===== config.mk =====
export PLATFORM = sky130hd
export DESIGN_NAME = fetch_unit_flat
export DESIGN_NICKNAME = d
export VERILOG_FILES = /design/src/rtl/fetch_unit_if.sv /design/src/rtl/fetch_unit.sv /design/src/flat_wrapper.sv
export SDC_FILE = /design/constraint.sdc
export NUM_CORES = 1
export LEC_CHECK = 0
export CORE_ASPECT_RATIO = 1.1
export CORE_MARGIN = 8
export CORE_UTILIZATION = 45
export CTS_BUF_LIST = sky130_fd_sc_hd__clkbuf_8 sky130_fd_sc_hd__clkbuf_16
export DETAILED_ROUTE_END_ITERATION = 10
export GPL_TIMING_DRIVEN = 0
export HOLD_SLACK_MARGIN = 0.02
export PLACE_DENSITY_LB_ADDON = 0.1
export SLEW_MARGIN = 20
export SYNTH_ARGS = -nofsm -noshare
export SYNTH_HDL_FRONTEND = slang
export SYNTH_SLANG_ARGS = --single-unit

===== constraint.sdc =====
create_clock -name clk -period 7.12 [get_ports clk]
set_input_delay 1.068 -clock clk [delete_from_list [all_inputs] [get_ports clk]]
set_output_delay 1.068 -clock clk [all_outputs]
set_load 0.01 [all_outputs]

===== src/rtl/fetch_unit_if.sv =====
// Bundle of the fetch stage's redirect, instruction-memory and decode-side signals.
// imem handshake: imem_req rises with imem_addr; both hold steady until the cycle imem_ack
// is high (which may be the very cycle req rises); that cycle completes the transfer and
// imem_rdata is valid. Decode side: the head word moves on when instr_valid && !stall_d.
interface fetch_unit_if;
    logic [1:0]  if_pc_src;
    logic [31:0] if_pc_branch_in;
    logic        stall_d;
    logic        imem_req;
    logic [31:0] imem_addr;
    logic        imem_ack;
    logic [31:0] imem_rdata;
    logic        instr_valid;
    logic [31:0] instr_d;
    logic [31:0] pc_d;
    logic [31:0] pc_plus4_d;
    logic        addr_err;

    modport master (
        input  if_pc_src, if_pc_branch_in, stall_d, imem_ack, imem_rdata,
        output imem_req, imem_addr, instr_valid, instr_d, pc_d, pc_plus4_d, addr_err
    );

    modport slave (
        output if_pc_src, if_pc_branch_in, stall_d, imem_ack, imem_rdata,
        input  imem_req, imem_addr, instr_valid, instr_d, pc_d, pc_plus4_d, addr_err
    );
endinterface


===== src/rtl/fetch_unit.sv =====
// MIPS32 instruction-fetch stage: owns the fetch PC, issues one outstanding imem request at a
// time and buffers returned words in a small FIFO feeding decode, flushed on redirect.
module fetch_unit #(
    parameter logic [31:0] RESET_PC = 32'h0000_0000,
    parameter int          DEPTH    = 2
) (
    input  logic         clk,
    input  logic         rst,
    fetch_unit_if.master bus
);
    localparam int PW = (DEPTH > 1) ? $clog2(DEPTH) : 1;
    localparam int CW = $clog2(DEPTH) + 1;

    logic [31:0]   pc_f_q, pc_f_d;
    logic [31:0]   req_addr_q, req_addr_d;
    logic          outstanding_q, outstanding_d;
    logic          discard_q, discard_d;
    logic          gap_q, gap_d;
    logic          addr_err_q, addr_err_d;
    logic [CW-1:0] count_q, count_d;
    logic [PW-1:0] wr_ptr_q, wr_ptr_d;
    logic [PW-1:0] rd_ptr_q, rd_ptr_d;
    logic [31:0]   pc_mem_q  [DEPTH];
    logic [31:0]   ins_mem_q [DEPTH];

    logic redirect, req, ack_fire, push, pop, head_valid;

    assign redirect   = (bus.if_pc_src == 2'b01);
    assign head_valid = (count_q != '0);
    // gap_q forces one idle cycle after every ack, so a new request never shares an ack cycle
    assign req        = !rst && !gap_q && (outstanding_q || (count_q < CW'(DEPTH)));
    assign ack_fire   = req && bus.imem_ack;
    assign push       = ack_fire && !discard_q && !redirect;
    assign pop        = head_valid && !bus.stall_d;

    assign bus.imem_req    = req;
    assign bus.imem_addr   = outstanding_q ? req_addr_q : pc_f_q;
    assign bus.instr_valid = head_valid;
    assign bus.instr_d     = head_valid ? ins_mem_q[rd_ptr_q] : '0;
    assign bus.pc_d        = head_valid ? pc_mem_q[rd_ptr_q] : '0;
    assign bus.pc_plus4_d  = head_valid ? pc_mem_q[rd_ptr_q] + 32'd4 : '0;
    assign bus.addr_err    = addr_err_q;

    always_comb begin
        pc_f_d        = pc_f_q;
        req_addr_d    = req_addr_q;
        outstanding_d = outstanding_q;
        discard_d     = discard_q;
        gap_d         = 1'b0;
        addr_err_d    = 1'b0;
        count_d       = count_q;
        wr_ptr_d      = wr_ptr_q;
        rd_ptr_d      = rd_ptr_q;

        if (ack_fire) begin
            outstanding_d = 1'b0;
            discard_d     = 1'b0;
            gap_d         = 1'b1;
        end else if (req && !outstanding_q) begin
            // latch the address so it survives a redirect that moves pc_f
            outstanding_d = 1'b1;
            req_addr_d    = pc_f_q;
        end

        if (push) begin
            pc_f_d = pc_f_q + 32'd4;
        end

        if (redirect) begin
            count_d    = '0;
            wr_ptr_d   = '0;
            rd_ptr_d   = '0;
            pc_f_d     = {bus.if_pc_branch_in[31:2], 2'b00};
            addr_err_d = |bus.if_pc_branch_in[1:0];
            if (req && !bus.imem_ack) begin
                discard_d = 1'b1;
            end
        end else begin
            if (push) begin
                wr_ptr_d = wr_ptr_q + PW'(1);
            end
            if (pop) begin
                rd_ptr_d = rd_ptr_q + PW'(1);
            end
            count_d = count_q + CW'(push) - CW'(pop);
        end
    end

    always_ff @(posedge clk) begin
        if (rst) begin
            pc_f_q        <= RESET_PC;
            req_addr_q    <= RESET_PC;
            outstanding_q <= 1'b0;
            discard_q     <= 1'b0;
            gap_q         <= 1'b0;
            addr_err_q    <= 1'b0;
            count_q       <= '0;
            wr_ptr_q      <= '0;
            rd_ptr_q      <= '0;
        end else begin
            pc_f_q        <= pc_f_d;
            req_addr_q    <= req_addr_d;
            outstanding_q <= outstanding_d;
            discard_q     <= discard_d;
            gap_q         <= gap_d;
            addr_err_q    <= addr_err_d;
            count_q       <= count_d;
            wr_ptr_q      <= wr_ptr_d;
            rd_ptr_q      <= rd_ptr_d;
            if (push) begin
                pc_mem_q[wr_ptr_q]  <= pc_f_q;
                ins_mem_q[wr_ptr_q] <= bus.imem_rdata;
            end
        end
    end
endmodule

===== src/flat_wrapper.sv =====
// flat-port wrapper written by rule: the top's interface ports become plain ports
module fetch_unit_flat 
#(
    parameter logic [31:0] RESET_PC = 32'h0000_0000,
    parameter int          DEPTH    = 2
)
  (clk, rst, bus_if_pc_src, bus_if_pc_branch_in, bus_stall_d, bus_imem_ack, bus_imem_rdata, bus_imem_req, bus_imem_addr, bus_instr_valid, bus_instr_d, bus_pc_d, bus_pc_plus4_d, bus_addr_err);
  fetch_unit_if bus_i ();
  input  logic clk;
  input  logic rst;
  input wire logic [$bits(bus_i.if_pc_src)-1:0] bus_if_pc_src;
  input wire logic [$bits(bus_i.if_pc_branch_in)-1:0] bus_if_pc_branch_in;
  input wire logic [$bits(bus_i.stall_d)-1:0] bus_stall_d;
  input wire logic [$bits(bus_i.imem_ack)-1:0] bus_imem_ack;
  input wire logic [$bits(bus_i.imem_rdata)-1:0] bus_imem_rdata;
  output wire logic [$bits(bus_i.imem_req)-1:0] bus_imem_req;
  output wire logic [$bits(bus_i.imem_addr)-1:0] bus_imem_addr;
  output wire logic [$bits(bus_i.instr_valid)-1:0] bus_instr_valid;
  output wire logic [$bits(bus_i.instr_d)-1:0] bus_instr_d;
  output wire logic [$bits(bus_i.pc_d)-1:0] bus_pc_d;
  output wire logic [$bits(bus_i.pc_plus4_d)-1:0] bus_pc_plus4_d;
  output wire logic [$bits(bus_i.addr_err)-1:0] bus_addr_err;
  assign bus_i.if_pc_src = bus_if_pc_src;
  assign bus_i.if_pc_branch_in = bus_if_pc_branch_in;
  assign bus_i.stall_d = bus_stall_d;
  assign bus_i.imem_ack = bus_imem_ack;
  assign bus_i.imem_rdata = bus_imem_rdata;
  assign bus_imem_req = bus_i.imem_req;
  assign bus_imem_addr = bus_i.imem_addr;
  assign bus_instr_valid = bus_i.instr_valid;
  assign bus_instr_d = bus_i.instr_d;
  assign bus_pc_d = bus_i.pc_d;
  assign bus_pc_plus4_d = bus_i.pc_plus4_d;
  assign bus_addr_err = bus_i.addr_err;
  fetch_unit #(.RESET_PC(RESET_PC), .DEPTH(DEPTH)) u_core (.clk(clk), .rst(rst), .bus(bus_i));
endmodule

==> flow_summary_export.csv <==
group,metric,value,unit
timing,worstMarginPinSlew,0.857,ns
routing,viasPerCell,5.29,
floorplan,num_rows,54,
synthesis,synthArstFlopShare,0,
placement,globalplace.congestion,0.875,
pwr,ir_drop,184,uV
clock_network,cts_max_path_buffers,2,
setup_path,cp-end-kind,"output pin",
setup_path,slowest_stage,"clkdlybuf4s50_1",
grt,antenna_found_initial,0,
synthesis,yosys_warnings,0,
routing,first_iter_violations,496,
final_layout,layout-drive-gt1-share,0.101,
run_status,status,"finished, final reports clean",
setup_path,worstSetupPathType,"register to output pin",
grt,grt.total_usage,0.194,
final_layout,final_cells,1330,
worst_hold_path,whs_path_depth,2,
setup_path,critPathMaxStageDelay,0.60,ns
timing,setup_viol,0,
setup_path,startpoint_type,"register",
clock_network,cts_buffers,17,
clock_network,clock-sinks,193,
setup_path,r2r_cells,9,
timing,clock.fmax,0.193,GHz
clock_network,cts-root-buf,"clkbuf_16",
final_layout,syn_to_final_growth,32.3,%
pwr,power.leakage,0.00388,uW
pwr,pwr_density_cell,227,nW/um2
setup_path,critPathMostFrequentCell,"buf_2",
synthesis,netlist_area,9080,um2
grt,grt_pass1_wl,37900,um
clock_network,clock_latency,0.43,ns
synthesis,yosysSeqAreaShare,0.562,
floorplan,dieArea,25000,um2
routing,num_vias,7033,
final_layout,regArea,5100,um2
synthesis,ys_dominant_reg_cell,"edfxtp_1",
floorplan,initial_core_util,0.459,
timing,drv_slew,0,
synthesis,yosysUniqueCellTypes,53,
floorplan,core,19800,um2
setup_path,critPathMaxFanout,10,
floorplan,die_x,151,um
synthesis,yosysTopAreaCell,"edfxtp_1",
clock_network,clk_pin_slew,0.07,ns
clock_network,post_cts_buffers,0,
timing,post-route-period-util,0.728,
timing,final.setup.tns,0,ns
setup_path,required,6.05,ns
final_layout,layout_common_cells,"clkdlybuf4s50_1, edfxtp_1, nor2_1",
routing,wire_per_inst,18.1,um
grt,grt_pass1_vias,6956,
timing,skew,0.0115,ns
run,maxCapViolations,0,
synthesis,syn_area_per_cell,10.8,um2
final_layout,layout.nets,1139,
setup_path,cp_top_family,"buffers and inverters",
final_layout,fillCellCount,1702,
routing,wl,24100,um
placement,io_buffers,193,
floorplan,io_pins,201,
synthesis,synth_cells,839,
synthesis,synth_top_cell_area_share,0.410,
routing,final_antenna_net_count,0,
placement,dp.final_hpwl,18600,um
setup_path,cp.depth,12,
placement,dp_slack,2.34,ns
grt,grt_overflow,0,
setup_path,cp_num_buf_inv,7,
clock_network,hold_buffers,0,
timing,slew_headroom,0.427,
floorplan,die_h,165,um
synthesis,ys_top_cells_by_area,"edfxtp_1, dfxtp_1, mux2i_1",
clock_network,cts_tree,"yes",
setup_path,worstReg2RegStart,"u_core.outstanding_q",
clock_network,cts-resized-gates,0,
clock_network,cts_max_level,4,
setup_path,crit_chain,"buf_2 > buf_4 > buf_2 > buf_2 > mux2_2 > ha_1 > inv_1 > a21oi_1 > clkbuf_1 > nand4_1 > o21ai_0 > clkdlybuf4s50_1",
setup_path,crit_arrival,4.12,ns
final_layout,final_common_cell,"clkdlybuf4s50_1",
timing,worst_slack,1.93,ns
timing,finalHoldViolations,0,
placement,place_inst,1298,
routing,drc,0,
routing,first_pass_iters,5,
grt,grt_max_degree,50,
worst_hold_path,worstHoldStart,"u_core.req_addr_q[31]",
worst_hold_path,hp-class,"register to register",
final_layout,diodes,0,
timing,rsz0062_at_grt,"no",
synthesis,synth_edf_count,124,
final_layout,multi_input_area,3710,um2
synthesis,ys_seq_elements,193,
timing,finalCriticalPeriod,5.19,ns
-- cell usage after synthesis (all sizes together), types with 8 or more instances --
| cell type | count |
|---|---|
| edfxtp | 124 |
| nor2 | 116 |
| nand2 | 99 |
| dfxtp | 69 |
| mux2i | 60 |
| a21oi | 38 |
| xnor2 | 34 |
| clkbuf | 33 |
| mux2 | 31 |
| a211oi | 28 |
| buf | 25 |
| nand4 | 24 |
| nand3 | 21 |
| nor3 | 18 |
| o21ai | 18 |
| nor4 | 13 |
| and3 | 9 |
| nand4b | 8 |
| xor2 | 8 |
-- registers in the layout, indices dropped and copies added (netlist names), named ones only --
name and cells:
u_core.gap_q 1, u_core.req_addr_q 30, u_core.ins_mem_q 64, u_core.rd_ptr_q 1, u_core.count_q 2, u_core.pc_f_q 30
u_core.outstanding_q 1, u_core.bus.addr_err 1, u_core.wr_ptr_q 1, u_core.pc_mem_q 60
-- area by class of cell --
type / instances / area share
Tap cell: 252 / 0.0262
Timing Repair Buffer: 202 / 0.169
Sequential cell: 193 / 0.425
Multi-Input combinational cell: 586 / 0.309
Inverter: 7 / 0.00219
Clock inverter: 15 / 0.0112
Buffer: 58 / 0.0222
Clock buffer: 17 / 0.0354
-- per-stage QoR --
stage / hold WS, ns / cell area [um2] / utilization / total power, uW
6_report: 0.453 / 12000 / 0.607 / 2720
3_5_place_dp: 0.446 / 11500 / 0.579 / 1850
4_1_cts: 0.456 / 12000 / 0.607 / 2750
2_1_floorplan: 0.420 / 9100 / - / 1560
3_3_place_gp: 0.428 / 11300 / 0.573 / 1840
5_1_grt: 0.475 / 12000 / 0.607 / 2830
-- power by group --
group | switching (uW) | internal (uW) | leakage (uW)
sequential | 39.3 | 1240 | 0.00170
clock | 419 | 486 | 0.000269
combinational | 277 | 267 | 0.00192
-- path summary, 6_finish.rpt --
| check | to | slack [ns] |
|---|---|---|
| max | bus_pc_plus4_d[20] | 1.93 |
| min reg2reg | u_core.req_addr_q[31] | 0.45 |
| max reg2reg | u_core.ins_mem_q[0][16] | 4.07 |
| min | u_core.req_addr_q[31] | 0.45 |
-- tightest hold or removal path: stages, from the launching register on --
cell and delay, ns:
dfxtp_1 0.31, nand2_1 0.05, a21oi_1 0.05
-- layer usage --
metal / track usage / wire length [um] / up-vias
met2: 0.318 / 11500 / 224
met4: 0.0747 / 531 / 0
li1: - / - / 3482
met5: 0 / 0 / -
met1: 0.247 / 10300 / 3290
met3: 0.0395 / 1730 / 37
-- logic make-up after synthesis --
kind of cell	after synthesis	share of synthesized area
AOI/OAI and AO/OA	104	0.0726
xor gates and xnor gates	42	0.0405
adders and majority gates	4	0.00551
buffers and inverters	65	0.0322
DFF	193	0.562
muxes	91	0.105
other	1	0.000413
and+or+nand+nor	339	0.182
No activity file was read; power rests on OpenSTA's default activity.
